[src/rtl/calc_sched_pkg.sv]
// Shared constants, state encoding and command helper for the calc1 port scheduler.
// The command check helper is only used when CALC_SCHED_CMD_CHECK_EN is defined.
package calc_sched_pkg;

   localparam logic [3:0] CMD_NOP = 4'd0;
   localparam logic [3:0] CMD_ADD = 4'd1;
   localparam logic [3:0] CMD_SUB = 4'd2;
   localparam logic [3:0] CMD_SHL = 4'd5;
   localparam logic [3:0] CMD_SHR = 4'd6;

   localparam logic [1:0] RESP_NONE = 2'd0;
   localparam logic [1:0] RESP_OK   = 2'd1;
   localparam logic [1:0] RESP_ERR  = 2'd2;
   localparam logic [1:0] RESP_TMO  = 2'd3;

   typedef enum logic [2:0] {
      ST_IDLE,
      ST_OP1,
      ST_OP2,
      ST_WAIT,
      ST_DONE
   } sched_state_t;

   function automatic logic cmd_supported(input logic [3:0] cmd);
      return (cmd == CMD_ADD) || (cmd == CMD_SUB) || (cmd == CMD_SHL) || (cmd == CMD_SHR);
   endfunction

endpackage

[src/rtl/calc_rr_arbiter.sv]
// Combinational round-robin arbiter: grants the first requester at or after ptr
// and reports the pointer value that follows the winner.
module calc_rr_arbiter #(
   parameter  int unsigned N  = 4,
   localparam int unsigned PW = $clog2(N)
) (
   input  logic [N-1:0]  req,
   input  logic [PW-1:0] ptr,
   output logic [N-1:0]  gnt,
   output logic [PW-1:0] next_ptr
);

   logic found;

   // First pass covers ptr..N-1, second pass wraps around to 0..ptr-1.
   always_comb begin
      gnt      = '0;
      next_ptr = ptr;
      found    = 1'b0;
      for (int unsigned j = 0; j < N; j++) begin
         if (!found && req[j] && (j >= 32'(ptr))) begin
            found    = 1'b1;
            gnt[j]   = 1'b1;
            next_ptr = PW'((j + 1) % N);
         end
      end
      for (int unsigned j = 0; j < N; j++) begin
         if (!found && req[j]) begin
            found    = 1'b1;
            gnt[j]   = 1'b1;
            next_ptr = PW'((j + 1) % N);
         end
      end
   end

endmodule

[src/rtl/calc_port_sched.sv]
// Shares one calc1 request port among NUM_CLIENTS requesters, round-robin.
// Optional macro CALC_SCHED_CMD_CHECK_EN rejects unsupported commands locally.
module calc_port_sched
   import calc_sched_pkg::*;
#(
   parameter int unsigned NUM_CLIENTS = 4,
   parameter int unsigned TIMEOUT     = 15
) (
   input  logic                      c_clk,
   input  logic                      reset,
   input  logic [NUM_CLIENTS-1:0]    cli_req,
   input  logic [NUM_CLIENTS*4-1:0]  cli_cmd,
   input  logic [NUM_CLIENTS*32-1:0] cli_op1,
   input  logic [NUM_CLIENTS*32-1:0] cli_op2,
   output logic [NUM_CLIENTS-1:0]    cli_gnt,
   output logic [NUM_CLIENTS-1:0]    cli_done,
   output logic [1:0]                cli_resp,
   output logic [31:0]               cli_data,
   output logic [3:0]                calc_cmd_out,
   output logic [31:0]               calc_data_out,
   input  logic [1:0]                calc_resp_in,
   input  logic [31:0]               calc_data_in
);

   localparam int unsigned PW = $clog2(NUM_CLIENTS);
   localparam int unsigned CW = $clog2(TIMEOUT + 1);

   sched_state_t           state;
   logic [PW-1:0]          ptr;
   logic [NUM_CLIENTS-1:0] arb_gnt;
   logic [PW-1:0]          arb_next;
   logic [3:0]             sel_cmd;
   logic [31:0]            sel_op1;
   logic [31:0]            sel_op2;
   logic [NUM_CLIENTS-1:0] hold_sel;
   logic [31:0]            hold_op2;
   logic [1:0]             hold_resp;
   logic [31:0]            hold_data;
   logic [CW-1:0]          cnt;

   calc_rr_arbiter #(.N(NUM_CLIENTS)) u_arb (
      .req      (cli_req),
      .ptr      (ptr),
      .gnt      (arb_gnt),
      .next_ptr (arb_next)
   );

   always_comb begin
      sel_cmd = '0;
      sel_op1 = '0;
      sel_op2 = '0;
      for (int unsigned j = 0; j < NUM_CLIENTS; j++) begin
         if (arb_gnt[j]) begin
            sel_cmd = cli_cmd[4*j +: 4];
            sel_op1 = cli_op1[32*j +: 32];
            sel_op2 = cli_op2[32*j +: 32];
         end
      end
   end

   // Outputs are registered with the value belonging to the state being entered,
   // so the calc port shows cmd/op1 while in OP1 and op2 while in OP2.
   always_ff @(posedge c_clk or posedge reset) begin
      if (reset) begin
         state         <= ST_IDLE;
         ptr           <= '0;
         cnt           <= '0;
         hold_sel      <= '0;
         hold_op2      <= '0;
         hold_resp     <= RESP_NONE;
         hold_data     <= '0;
         cli_gnt       <= '0;
         cli_done      <= '0;
         cli_resp      <= RESP_NONE;
         cli_data      <= '0;
         calc_cmd_out  <= CMD_NOP;
         calc_data_out <= '0;
      end else begin
         cli_gnt  <= '0;
         cli_done <= '0;
         cli_resp <= RESP_NONE;
         cli_data <= '0;
         unique case (state)
            ST_IDLE: begin
               if (|cli_req) begin
                  cli_gnt  <= arb_gnt;
                  hold_sel <= arb_gnt;
                  hold_op2 <= sel_op2;
                  ptr      <= arb_next;
`ifdef CALC_SCHED_CMD_CHECK_EN
                  if (!cmd_supported(sel_cmd)) begin
                     hold_resp <= RESP_ERR;
                     hold_data <= '0;
                     state     <= ST_DONE;
                  end else begin
                     calc_cmd_out  <= sel_cmd;
                     calc_data_out <= sel_op1;
                     state         <= ST_OP1;
                  end
`else
                  calc_cmd_out  <= sel_cmd;
                  calc_data_out <= sel_op1;
                  state         <= ST_OP1;
`endif
               end
            end
            ST_OP1: begin
               calc_cmd_out  <= CMD_NOP;
               calc_data_out <= hold_op2;
               state         <= ST_OP2;
            end
            ST_OP2: begin
               calc_cmd_out  <= CMD_NOP;
               calc_data_out <= '0;
               cnt           <= '0;
               state         <= ST_WAIT;
            end
            ST_WAIT: begin
               // A response on the final counted cycle takes priority over the timeout.
               if (calc_resp_in != RESP_NONE) begin
                  hold_resp <= calc_resp_in;
                  hold_data <= calc_data_in;
                  state     <= ST_DONE;
               end else if (cnt == CW'(TIMEOUT - 1)) begin
                  cnt       <= cnt + 1'b1;
                  hold_resp <= RESP_TMO;
                  hold_data <= '0;
                  state     <= ST_DONE;
               end else begin
                  cnt <= cnt + 1'b1;
               end
            end
            ST_DONE: begin
               cli_done <= hold_sel;
               cli_resp <= hold_resp;
               cli_data <= hold_data;
               state    <= ST_IDLE;
            end
            default: state <= ST_IDLE;
         endcase
      end
   end

endmodule

[config.mk]
export PLATFORM = sky130hd
export DESIGN_NAME = calc_port_sched
export DESIGN_NICKNAME = d
export VERILOG_FILES = /design/src/rtl/calc_sched_pkg.sv /design/src/rtl/calc_rr_arbiter.sv /design/src/rtl/calc_port_sched.sv
export SDC_FILE = /design/constraint.sdc
export NUM_CORES = 1
export LEC_CHECK = 0
export ABC_AREA = 1
export CAP_MARGIN = 20
export CELL_PAD_IN_SITES_DETAIL_PLACEMENT = 0
export CELL_PAD_IN_SITES_GLOBAL_PLACEMENT = 1
export CORE_MARGIN = 2
export CORE_UTILIZATION = 29
export DETAILED_ROUTE_END_ITERATION = 10
export PLACE_DENSITY_LB_ADDON = 0.1
export SLEW_MARGIN = 20
export SYNTH_ARGS = -nofsm -noshare
export SYNTH_HDL_FRONTEND = slang
export SYNTH_SLANG_ARGS = --single-unit
export TNS_END_PERCENT = 1
[constraint.sdc]
create_clock -name c_clk -period 6.5 [get_ports c_clk]
set_input_delay 1.3 -clock c_clk [delete_from_list [all_inputs] [get_ports c_clk]]
set_output_delay 1.3 -clock c_clk [all_outputs]
set_load 0.02 [all_outputs]
Word level (Yosys, flattened, before mapping)
Index checks and enable logic that the tools add are counted.
{"block": "classes", "addsub": 1, "multipliers": 0, "n_div": 0, "magnitude_cmp": 3, "n_eq_ne": 8, "n_shift": 0, "n_mux": 53, "bitwise_logic": 0, "reduce_logical": 33}
{"op": "$mux 32", "n": 12}
{"op": "$pmux 32 s3", "n": 1}
{"op": "$mux 4", "n": 9}
{"op": "$mux 2", "n": 11}
{"op": "$pmux 4 s2", "n": 2}
{"op": "$mux 1", "n": 14}
{"op": "$pmux 3 s4", "n": 1}
{"op": "$reduce_and 2->1", "n": 6}
{"op": "$logic_and 1x1->1", "n": 10}
{"op": "$mux 3", "n": 3}
{"op": "$reduce_bool 2->1", "n": 4}
{"op": "$reduce_bool 8->1", "n": 1}
{"op": "$logic_not 1->1", "n": 7}
{"op": "$eq 3x2->1 const B", "n": 2}
{"op": "$add 4x1->4 const B", "n": 1}
{"op": "$eq 4x4->1 const B", "n": 1}
{"op": "$ge 1x2->1 const A", "n": 2}
{"op": "$ne 2x2->1 const B", "n": 2}
{"op": "$reduce_or 4->1", "n": 1}
{"op": "$eq 3x1->1 const B", "n": 1}
{"op": "$eq 3x3->1 const B", "n": 1}
{"op": "$logic_not 3->1", "n": 1}
{"op": "$ne 3x3->1 const B", "n": 1}
{"op": "$reduce_and 3->1", "n": 1}
{"op": "3 further kinds", "n": 3}
{"block": "totals", "reg_bits": 157, "latch_bits": 0, "mem_bits_rw": 0, "romBits": 0, "input_bits": 312, "out_inout_bits": 78, "elab_cells": 111, "n_memories": 0}

Logic depth before layout (Yosys ltp)
Gate-level depths: netlist (run 1).
{"block": "depth", "word_depth": 29, "mapped_depth": 12, "depth_no_buf": 10}

By module
A second synthesis (run 1) with hierarchy kept.
{"block": "hier_totals", "cells_unflattened": 1303, "area_unflattened_um2": 8974.9}
{"mod": "calc_port_sched", "n_inst": 1, "cells_per_inst": 1269, "area_each_um2": 8811.0, "seq_area_each_um2": 3928.8}
{"mod": "calc_rr_arbiter", "n_inst": 1, "cells_per_inst": 34, "area_each_um2": 163.9, "seq_area_each_um2": 0.0}

Worst setup path after synthesis (run 1)
OpenSTA, ideal clock, no wires.
{"block": "synth_timing", "kind": "input port to flip-flop", "start": "input cli_req[1]", "end": "register hold_op2[10]", "setup_time_ps": 124, "arrival_ps": 2367, "required_time_ps": 6376, "setup_slack_ps": 4009, "cell_stages": 9, "path_buffers": 3, "path_cell_list": "buf_2 > inv_2 > nand3_1 > nand2_2 > nor2_1 > buf_4 > buf_2 > a22oi_1 > nand2_1"}
{"block": "synth_between", "elab_chain_cells": 23, "elab_cells_between_ends": 34, "classes_between": "mux: 17; reduce/logical: 17"}
{"element": "start: declaration", "line_no": "calc_port_sched.sv:11", "source": "input logic [NUM_CLIENTS-1:0] cli_req,"}
{"element": "$logic_and 1x1->1 (2 in a row)", "line_no": "calc_rr_arbiter.sv:21", "source": "if (!found && req[j] && (j >= 32'(ptr))) begin"}
{"element": "$mux 1", "line_no": "calc_rr_arbiter.sv:21"}
{"element": "$logic_not 1->1", "line_no": "calc_rr_arbiter.sv:21"}
{"element": "$logic_and 1x1->1 (2 in a row)", "line_no": "calc_rr_arbiter.sv:21"}
{"element": "$mux 1", "line_no": "calc_rr_arbiter.sv:21"}
{"element": "$logic_not 1->1", "line_no": "calc_rr_arbiter.sv:21"}
{"element": "$logic_and 1x1->1", "line_no": "calc_rr_arbiter.sv:21"}
{"element": "$mux 1", "line_no": "calc_rr_arbiter.sv:21"}
{"element": "(+5 left out)"}
{"element": "$mux 1", "line_no": "calc_rr_arbiter.sv:28", "source": "if (!found && req[j]) begin"}
{"element": "$logic_not 1->1", "line_no": "calc_rr_arbiter.sv:28"}
{"element": "$logic_and 1x1->1", "line_no": "calc_rr_arbiter.sv:28"}
{"element": "$mux 1", "line_no": "calc_rr_arbiter.sv:28"}
{"element": "$logic_not 1->1", "line_no": "calc_rr_arbiter.sv:28"}
{"element": "$logic_and 1x1->1", "line_no": "calc_rr_arbiter.sv:28"}
{"element": "$mux 1", "line_no": "calc_rr_arbiter.sv:28"}
{"element": "$mux 32", "line_no": "calc_port_sched.sv:53", "source": "if (arb_gnt[j]) begin"}
{"element": "end signal: assignment", "line_no": "calc_port_sched.sv:88", "source": "hold_op2 <= sel_op2;"}
{"element": "end: declaration", "line_no": "calc_port_sched.sv:36", "source": "logic [31:0] hold_op2;"}
Parallel ways exist; a longest one is shown, timed or not.
A chain may end at the register's enable or synchronous reset.

Final worst setup path (run 1)
{"block": "layout_timing", "start": "input cli_req[1]", "end": "register hold_op2[9]"}
The elaborated chain is that of the path after synthesis.

==> results of run 1 <==
==> cells in the final DEF (no fill, tap or decap), types with 5 or more instances in the layout <==
cell type	instances
clkbuf_16	17
clkdlybuf4s50_1	389
inv_2	6
nand2_2	5
nand3_1	106
nand2_1	254
a22oi_1	36
o21bai_1	34
o211ai_1	37
dfrtp_1	157
inv_1	54
o21ai_0	64
a21oi_1	66
o21ai_1	7
inv_8	7
buf_4	10
nor2_1	81
==> path summary, 6_finish.rpt <==
path                                            endpoint  depth (start not counted)
worst max-delay path             hold_op2[9]$_DFFE_PP0P_                         11
worst min-delay path              cli_data[17]$_DFF_PP0_                          2
worst max register to register   hold_op2[9]$_DFFE_PP0P_                         11
worst min register to register    cli_data[17]$_DFF_PP0_                          2
max in group asynchronous       hold_op2[27]$_DFFE_PP0P_                          3
min in group asynchronous         cli_data[31]$_DFF_PP0_                          2
==> routing by layer <==
layer | vias to the layer above | GRT usage, % | part of all wire (%)
met4 | 2 | 5.537 | 1.4
met5 | - | 0 | 0.041
met1 | 3735 | 28.25 | 45
met3 | 24 | 4.967 | 6.3
met2 | 272 | 35.17 | 48
li1 | 4034 | - | -
==> sequential cells by signal, summed over array words and instances (netlist names) <==
register and flops:
calc_data_out 32, cli_data 32, hold_data 32, hold_op2 32
calc_cmd_out 4, cli_done 4, cli_gnt 4, cnt 4
hold_sel 4, state 3, cli_resp 2, hold_resp 2
ptr 2
==> final cells by class <==
cell class              instances  area [sq um]  area share (%)
repair buffers                400          3980           31.45
flip-flops and latches        157          3929           31.04
multi-input cells             708          3478           27.48
well taps                     341         426.7           3.371
clock buffers                  17         425.4           3.361
inverters                      63         246.5           1.947
clock inverters                15         168.9           1.335
diodes                          1         2.502         0.01977
==> logic make-up (layout without fill, tap and decap cells) <==
kind of cell | after synthesis | in the layout
AOI/OAI and AO/OA | 246 | 246
xor gates and xnor gates | 2 | 2
adders and majority gates | 2 | 2
buffers and inverters | 133 | 495
DFF | 157 | 157
other | 0 | 1
and+or+nand+nor | 458 | 458
==> per-stage QoR <==
stage	worst slack (ns)	std cells	util, %
global route	1.981	1701	46.95
CTS	2.308	1701	46.94
global placement	1.936	1669	44.74
finish	2.305	1702	46.96
floorplan	0.9651	998	-
detailed placement	1.861	1669	44.74
==> power by group through the flow <==
stage          Clock [uW]  Sequential, uW  Combinational (uW)
2_1_floorplan           0            1670                1550
3_3_place_gp            0            1550                2600
3_5_place_dp            0            1550                2630
4_1_cts              1040            1530                2640
5_1_grt              1080            1580                2900
6_report             1020            1540                2600
==> worst register-to-register path, stage by stage, from the launching register on <==
cell and delay, ns:
dfrtp_1 0.39, inv_1 0.07, nand2_1 0.07, nand2_1 0.08
nand2_2 0.08, nand4_1 0.09, nand2_2 0.44, inv_2 0.58
buf_4 0.49, nand3_1 0.17, o211ai_1 0.11, nand2_1 0.07
==> results.md, run 1 <==
* Clk_lat worst skew at ~0.43 ns
* Synth Cell Area at roughly 8000 sq um
* Minimum hold slack at ~0.48 ns
* Clk pwr share at ~20%
* CTS Root Cell: clkbuf_16
* Critical path buffers and inverters at 4
* Unrepaired setup endpoints after global routing: no
* Clock tree buffer depth at 2
* WL final at 31330 um
* Iteration-0 DRC Markers at 638
* Final setup viols at 0
* Vias at 8067
* Area leader, netlist: dfrtp_1
* DRC at 0
* Cells after Synth at 998
* Initial core utilization at around 30%
* CTS Buf Count at 17
* Setup TNS at 0 ns
* Netlist cell types at 28
* Leakage at about 0.0057 uW
* Area of the die at 28830 sq um
* Fmax achieved at 0.2384 GHz
* P_int at 2883 uW
* Sequential share of power at between 20 and 30%
* Outcome: finished, final reports clean
* H-tree depth at 4
* Final Hold Viols at 0
* Worst VDD drop at ~180 uV
* Hold Crit Class: flop to flop
* Layout area overhead at 58.76%
* Top-count cell post-synth: nand2_1
* Die W at between 150 and 200 um
* Top cells by area, synth: dfrtp_1 49%, nand2_1 12%, nand3_1 6.7%
* Comb pwr share at 50.4%
* Share of the synthesized area in the top cell type at roughly half
* Finished Cell Area at 12660 sq um
* Vias in the first global route at 8007
* CP Cell Sequence: clkdlybuf4s50_1 -> inv_2 -> nand2_1 -> nand2_2 -> nand4_1 -> nand2_2 -> inv_2 -> buf_4 -> nand3_1 -> o211ai_1 -> nand2_1
* Initial antenna violation count at 1
* Layout cell share with drive strength beyond 1 at slightly below 5%
* Nets at between 1500 and 2000
* Pins Over Slew Limit at 0
* Min-delay src: hold_data[17]$_DFFE_PP0P_
* Clock transition at the registers of the reported paths at approximately 0.080 ns
* Clk_skew at 0.01043 ns
* Post-CTS Setup Bufs at 0
* Post-synthesis compound-gate area fraction at between 10% and 20%
* Core area at ~27000 sq um
* Mean Syn Cell Area at around 8 sq um
* WS Path Type: primary input to flop
* Row count at 60
* Syn_nets at roughly 1300
* GR Util All Layers at a little over a fifth
* Slowest-stage cell, CP: clkdlybuf4s50_1
* Worst rel slew slack at 26.82%
* CTS tree: built
* Placed cell area at 12060 sq um
* Total gr overflow at 0
* Fin crit share at about 65%
* Largest net degree at the start of global routing at 78
* Port bufs at 389
* Mux cell area share after synthesis at 0%
* Sw power at between 2000 and 2500 uW
* Most frequent cells after synthesis: 254 x nand2_1, 157 x dfrtp_1, 107 x nand3_1
* Warnings from Yosys at 0
* Worst Setup SP: cli_req[1]
* CP required at 6.81 ns
* Detail Route Antenna Nets at 0
* Post-detail-place hpwl at 23230 um
* Fill count at 2661
* GPL Wtd Cong at ~0.84
* Vias/cell at ~4.7
* CP max stage delay at 0.92 ns
* CP endpoint kind: flop
* Clock sink count at approximately 160
* Worst-Margin Slew at between 1 and 1.5 ns
* Worst Setup Start Kind: primary input
* Worst-path maximum fanout at 44
* PD cells at approximately 410 nW/um^2
* IO Pins at 390
* Switching Fraction at between 40 and 50%
* WL/cell at approximately 18 um
* Post-synthesis sequential area ratio at between 40% and 50%
* Reg2reg start: ptr[0]$_DFFE_PP0P_
* Number of enable flip-flop cells after synthesis at 0
* Post-CTS Resized at 0
* Synth Area in Simple Gates at 23.90%
* CTS Hold Bufs at 0
* XOR/XNOR share of the synthesized area at less than 1%
* Flops & latches, synth at roughly 160
* First-pass GRT wire length at around 47000 um
* Max-Cap Viols at 0
* Final Critical Period at between 4 and 5 ns
* Asr flop ratio synth at 100.0%
* Die Span Y at between 150 and 200 um
* CP top delay family: buffers and inverters
* R2R Setup Slk at roughly 3.7 ns
* Crit path DAT at 4.51 ns
* Adder-cell share of the synthesized area at less than 1%
* Total power at between 5000 and 6000 uW
* Largest family of logic cells by synthesized area: simple AND/OR/NAND/NOR gates
* Top_reg_cell synth: dfrtp_1
* TritonRoute pass-1 iters at 5
(Power assumes the default switching activity.)
==> inputs of run 2 (changes only) <==
clock period = 3.95 ns   (was 6.5 ns; I/O delays follow)
==> results.md, run 2 (synthesis gave the netlist of run 1 again) <==
* Register Area at 3929 sq um (unchanged)
* Reg-to-Reg End: calc_data_out[13]$_DFFE_PP0P_
* Vias in the first global route at 8132 (+1.6%)
* Die Span Y at 169.8 um (unchanged)
* Hold Crit Class: flop to flop
* Area of the die at 28830 sq um (unchanged)
* Clk_lat worst skew at 0.43 ns (about the same)
* CTS Root Cell: clkbuf_16
* Clock tree buffer depth at 2 (unchanged)
* Core area at 26950 sq um (unchanged)
* Worst-path maximum fanout at 18 (-59%)
* Initial core utilization at 29.58% (unchanged)
* CTS tree: built
* Crit path DAT at 2.96 ns (-1.55 ns)
* WL/cell at 18.05 um (-2.0%)
* CTS Buf Count at 17 (unchanged)
* Initial antenna violation count at 3 (+2)
* Pins Over Slew Limit at 0 (unchanged)
* P_int at 4901 uW (+70%)
* Post-detail-place hpwl at 23610 um (+1.6%)
* Unrepaired setup endpoints after global routing: no
* Largest net degree at the start of global routing at 70 (-10%)
* Final setup viols at 0 (unchanged)
* Leading cell type in the layout, fill and taps excluded: clkdlybuf4s50_1
* Leakage at 0.005766 uW (+0.85%)
* Vias/cell at 4.716 (-0.51%)
* DRC at 0 (unchanged)
* CP endpoint kind: flop
* Total gr overflow at 0 (unchanged)
* Clock transition at the registers of the reported paths at 0.07 ns (about the same)
* Layout cell share with drive strength beyond 1 at 5.344% (+0.49 points)
* Worst-Margin Slew at 0.9260 ns (-0.1690 ns)
* Min-delay src: hold_data[11]$_DFFE_PP0P_
* Minimum hold slack at 0.4707 ns (-0.01105 ns)
* Post-CTS Setup Bufs at 0 (unchanged)
* Final Hold Viols at 0 (unchanged)
* WS Path Type: primary input to flop
* Clk_skew at 0.009360 ns (-0.001073 ns)
* Nets at 1667 (+0.36%)
* Worst rel slew slack at 38.12% (+11 points)
* Switching Fraction at 42.67% (-1.4 points)
* Port bufs at 389 (unchanged)
* Setup TNS at 0 ns (unchanged)
* R2R Setup Slk at 1.69 ns (-2.05 ns)
* Detail Route Antenna Nets at 0 (unchanged)
* CTS Hold Bufs at 0 (unchanged)
* Row count at 60 (unchanged)
* WL final at 30850 um (-1.6%)
* Final core occ at 47.33% (+0.36 points)
* Worst Hold Depth at 2 (unchanged)
* Hold endpoint: cli_data[11]$_DFF_PP0_
* Reg2reg start: state[2]$_DFFE_PP0P_
* Sequential share of power at 29.6% (-0.2 points)
* Fmax achieved at about 0.37 GHz
* Outcome: finished, final reports clean
* Sw power at 3648 uW (+61%)
* Final Critical Period at ~2.7 ns
* Most frequent cells in the layout: 389 x clkdlybuf4s50_1, 254 x nand2_1, 157 x dfrtp_1, 106 x nand3_1, 81 x nor2_1
* TritonRoute pass-1 iters at 5 (unchanged)
* GPL Wtd Cong at 0.8399 (+0.56%)
* Iteration-0 DRC Markers at 513 (-20%)
* Layout area overhead at 59.98%
* Worst Setup Start Kind: primary input
* CP required at 4.24 ns (-2.57 ns)
* Fin crit share at roughly 68%
* First-pass GRT wire length at 46370 um (-0.56%)
* Die W at 169.8 um (unchanged)
* Post-CTS Resized at 0 (unchanged)
* Worst VDD drop at 426.2 uV (+140%)
* GR Util All Layers at 21.17% (-0.16 points)
* PD cells at 670.3 nW/um^2 (+65%)
* Clock sink count at 157 (unchanged)
* Vias at 8059 (-0.099%)
* Comb pwr share at 50.4% (about the same)
* Clk pwr share at 20.0% (+0.3 points)
* H-tree depth at 4 (unchanged)
* IO Pins at 390 (unchanged)
* Area of the multi-input gates at 3478 sq um (unchanged)
* Max-Cap Viols at 0 (unchanged)
* Worst Reg-to-Reg Cells at 8 (-3)
* Fill count at 2716 (+2.1%)
==> run 2: power groups by stage <==
stage	Combinational, uW	Sequential, uW	Clock, uW
5_1_grt	4830	2590	1820
6_report	4310	2530	1710
3_3_place_gp	4330	2550	0
4_1_cts	4380	2530	1750
3_5_place_dp	4360	2550	0
2_1_floorplan	2540	2740	0
==> run 2: how the worst max path moves through the flow <==
stage                    start                       endpoint  slack (ns)
floorplan                reset    calc_cmd_out[0]$_DFFE_PP0P_        1.17
global placement    cli_req[1]  calc_data_out[14]$_DFFE_PP0P_        0.91
detailed placement  cli_req[1]   calc_data_out[4]$_DFFE_PP0P_        0.90
CTS                 cli_req[1]   calc_data_out[4]$_DFFE_PP0P_        1.33
global route        cli_req[1]        hold_op2[6]$_DFFE_PP0P_        1.15
finish              cli_req[1]   calc_data_out[4]$_DFFE_PP0P_        1.28
==> run 2: layer usage <==
| metal | GRT usage, % | routed length, um | up-vias |
|---|---|---|---|
| met2 | 34.84 | 14480 | 289 |
| met1 | 27.65 | 13680 | 3693 |
| li1 | - | - | 4046 |
| met4 | 5.203 | 472 | 2 |
| met5 | 0 | 11 | - |
| met3 | 5.830 | 2198 | 29 |
==> run 2: metrics by stage <==
stage / instance area, sq um / cells / worst slack (ns) / total power (uW)
after global routing: 12750 / 1708 / 1.145 / 9244
after floorplan: 7976 / 998 / 1.173 / 5285
after CTS: 12750 / 1707 / 1.329 / 8655
final: 12750 / 1709 / 1.279 / 8549
after detailed placement: 12140 / 1675 / 0.8968 / 6904
after global placement: 12140 / 1675 / 0.9139 / 6873
==> run 2: critical path, cell delays in order <==
cell and delay, ns:
clkdlybuf4s50_1 0.47, buf_4 0.23, nand2_1 0.08, nand4_1 0.16, nand2_1 0.35, buf_4 0.35
nand3_1 0.08, nand2_1 0.07, o21bai_1 0.26, a21oi_1 0.11
==> run 2: cell type report <==
class | count | area share (%)
antenna | 2 | 0.03924
sequential | 157 | 30.80
multi-input combinational | 708 | 27.27
clock inverter | 14 | 1.354
inverter | 63 | 1.923
timing repair buffer | 406 | 31.82
tap | 341 | 3.345
clock buffer | 18 | 3.443
==> inputs of run 3 (changes only) <==
CORE_UTILIZATION = 26   (was 29)
clock period = 2.35 ns   (was 3.95 ns; I/O delays follow)
==> results.md, run 3 (synthesis gave the netlist of run 1 again) <==
* Nets at 1689 (+1.3%)
* Fmax achieved at 0.4791 GHz
* Sequential share of power at 29.0% (-0.6 points)
* Vias at 8107 (+0.60%)
* TritonRoute pass-1 iters at 5 (unchanged)
* Worst-Margin Slew at 0.9657 ns (+0.03963 ns)
* CP endpoint kind: flop
* DRC at 0 (unchanged)
* H-tree depth at 4 (unchanged)
* IO Pins at 390 (unchanged)
* Max-Cap Viols at 0 (unchanged)
* Fin crit share at between 80 and 90%
* Die Span Y at 179.1 um (+5.5%)
* Placed cell area at 12480 sq um (+2.9%)
* Clock sink count at 157 (unchanged)
* Vias/cell at 4.537 (-3.8%)
* Crit path DAT at 2.44 ns (-0.52 ns)
* Post-CTS Setup Bufs at 0 (unchanged)
* WS Path Type: primary input to flop
* WL/cell at 18.03 um (about the same)
* Switching Fraction at 42.65% (about the same)
* Total gr overflow at 0 (unchanged)
* Layout area overhead at 63.76%
* Met1 GRT Util at 25.81% (-1.8 points)
* Outcome: finished, final reports clean
* Worst-path maximum fanout at 38 (+20)
* Clock transition at the registers of the reported paths at 0.07 ns (about the same)
* Unrepaired setup endpoints after global routing: yes
* CP max stage delay at 0.74 ns (+0.27 ns)
* Setup TNS at 0 ns (unchanged)
* Final setup viols at 0 (unchanged)
* GR Util All Layers at 19.64% (-1.5 points)
* Sw power at 6251 uW (+71%)
* CTS tree: built
* PD cells at 1122 nW/um^2 (+67%)
* Leading cell type in the layout, fill and taps excluded: clkdlybuf4s50_1
* CTS Buf Count at 17 (unchanged)
* Dpl ws at -0.2129 ns (-1.110 ns)
* Total power at 14650 uW (+71%)
* Final worst slack at 0.2627 ns (-1.017 ns)
* Leakage at 0.005869 uW (+1.8%)
* Die W at 179.1 um (+5.5%)
* Iteration-0 DRC Markers at 412 (-20%)
* Layout cell share with drive strength beyond 1 at 6.628% (+1.3 points)
* Row count at 64 (+6.7%)
* Minimum hold slack at 0.4783 ns (+0.007571 ns)
* WL final at 32230 um (+4.5%)
* CP required at 2.70 ns (-1.54 ns)
* Area of the die at 32080 sq um (+11%)
* Final Critical Period at around 2.1 ns
* Most frequent CP cell: nand2_1
* Most frequent cells in the layout: 389 x clkdlybuf4s50_1, 254 x nand2_1, 157 x dfrtp_1, 106 x nand3_1, 81 x nor2_1
* Detail Route Antenna Nets at 0 (unchanged)
* Clock tree buffer depth at 2 (unchanged)
* Met2 usage at 32.60% (-2.2 points)
* Slowest-stage cell, CP: nor2_4
* Comb pwr share at 52.5% (+2.1 points)
* Routing usage on met3 at 5.068% (-0.76 points)
* CTS Root Cell: clkbuf_16
* Post-detail-place hpwl at 24780 um (+5.0%)
* Initial antenna violation count at 5 (+2)
* Fill count at 3124 (+15%)
* CP Cell Sequence: clkdlybuf4s50_1 -> nand2_1 -> nand2_1 -> nand2_2 -> nand3_2 -> nor2_4 -> a22oi_1 -> nand2_1
* CTS Hold Bufs at 0 (unchanged)
* Largest net degree at the start of global routing at 67 (-4.3%)
* Final Hold Viols at 0 (unchanged)
* Initial core utilization at 26.20% (-3.4 points)
* Worst rel slew slack at 35.47% (-2.6 points)
* P_int at 8404 uW (+71%)
* GRT Max-Usage Layer: met2
* Worst VDD drop at 585.5 uV (+37%)
* Hold Crit Class: primary input to async pin
* Clk_skew at 0.01194 ns (+0.002585 ns)
* Worst Setup Start Kind: primary input
* Clk_lat worst skew at 0.41 ns (-0.02 ns)
* Port bufs at 389 (unchanged)
* First-pass GRT wire length at 47410 um (+2.2%)
* Vias in the first global route at 8037 (-1.2%)
* GPL Wtd Cong at 0.8001 (-4.7%)
* Pins Over Slew Limit at 0 (unchanged)
* Finished Cell Area at 13060 sq um (+2.4%)
* Post-CTS Resized at 0 (unchanged)
* Clk pwr share at 18.5% (-1.5 points)
* Core area at 30430 sq um (+13%)
run 3: changes by cell type in the layout (fill, tap and decap cells not counted), moves of 2 or more:
cell,change
buf_12,+9
buf_4,+13
clkbuf_1,+2
clkinvlp_4,+4
run 3: layout make-up:
cell class | count | area (sq um) | area share (%)
inverters | 63 | 245.2 | 1.878
multi-input cells | 708 | 3478 | 26.64
well taps | 396 | 495.5 | 3.795
repair buffers | 428 | 4337 | 33.22
diodes | 3 | 7.507 | 0.05750
clock inverters | 13 | 131.4 | 1.006
clock buffers | 19 | 432.9 | 3.316
flip-flops and latches | 157 | 3929 | 30.09
run 3: path summary, 6_finish.rpt:
check	from	slack, ns	to	cells past startpoint
min reg2reg	hold_data[8]$_DFFE_PP0P_	0.48	cli_data[8]$_DFF_PP0_	2
max	cli_req[0]	0.26	calc_cmd_out[1]$_DFFE_PP0P_	8
min	reset	0.48	cli_done[2]$_DFF_PP0_	3
max reg2reg	ptr[0]$_DFFE_PP0P_	0.29	calc_cmd_out[1]$_DFFE_PP0P_	8
max in group asynchronous	reset	1.34	calc_data_out[13]$_DFFE_PP0P_	4
min in group c_clk	hold_data[8]$_DFFE_PP0P_	0.48	cli_data[8]$_DFF_PP0_	2
run 3: metal layers:
layer  wire length [um]  part of all wire [%]
met5                 25                 0.078
met4                370                   1.1
met3               2048                   6.4
met2              15440                    48
met1              14340                    44
run 3: power groups by stage:
stage | logic (uW) | clock network, uW | registers [uW]
after global placement | 7740 | 0 | 4280
after global routing | 8550 | 2930 | 4350
after detailed placement | 7780 | 0 | 4290
after CTS | 7820 | 2810 | 4250
final | 7690 | 2720 | 4250
after floorplan | 4270 | 0 | 4610
run 3: stage by stage:
stage / utilization, % / cells
finish: 42.91 / 1787
global route: 42.88 / 1784
CTS: 42.88 / 1784
detailed placement: 41.03 / 1752
global placement: 41.03 / 1752
floorplan: - / 998
run 3: critical path: cells and delay by family:
kind,cells,cell delay [ns]
simple gates,6,1.27
buf+inv,1,0.45
compound gates,1,0.22
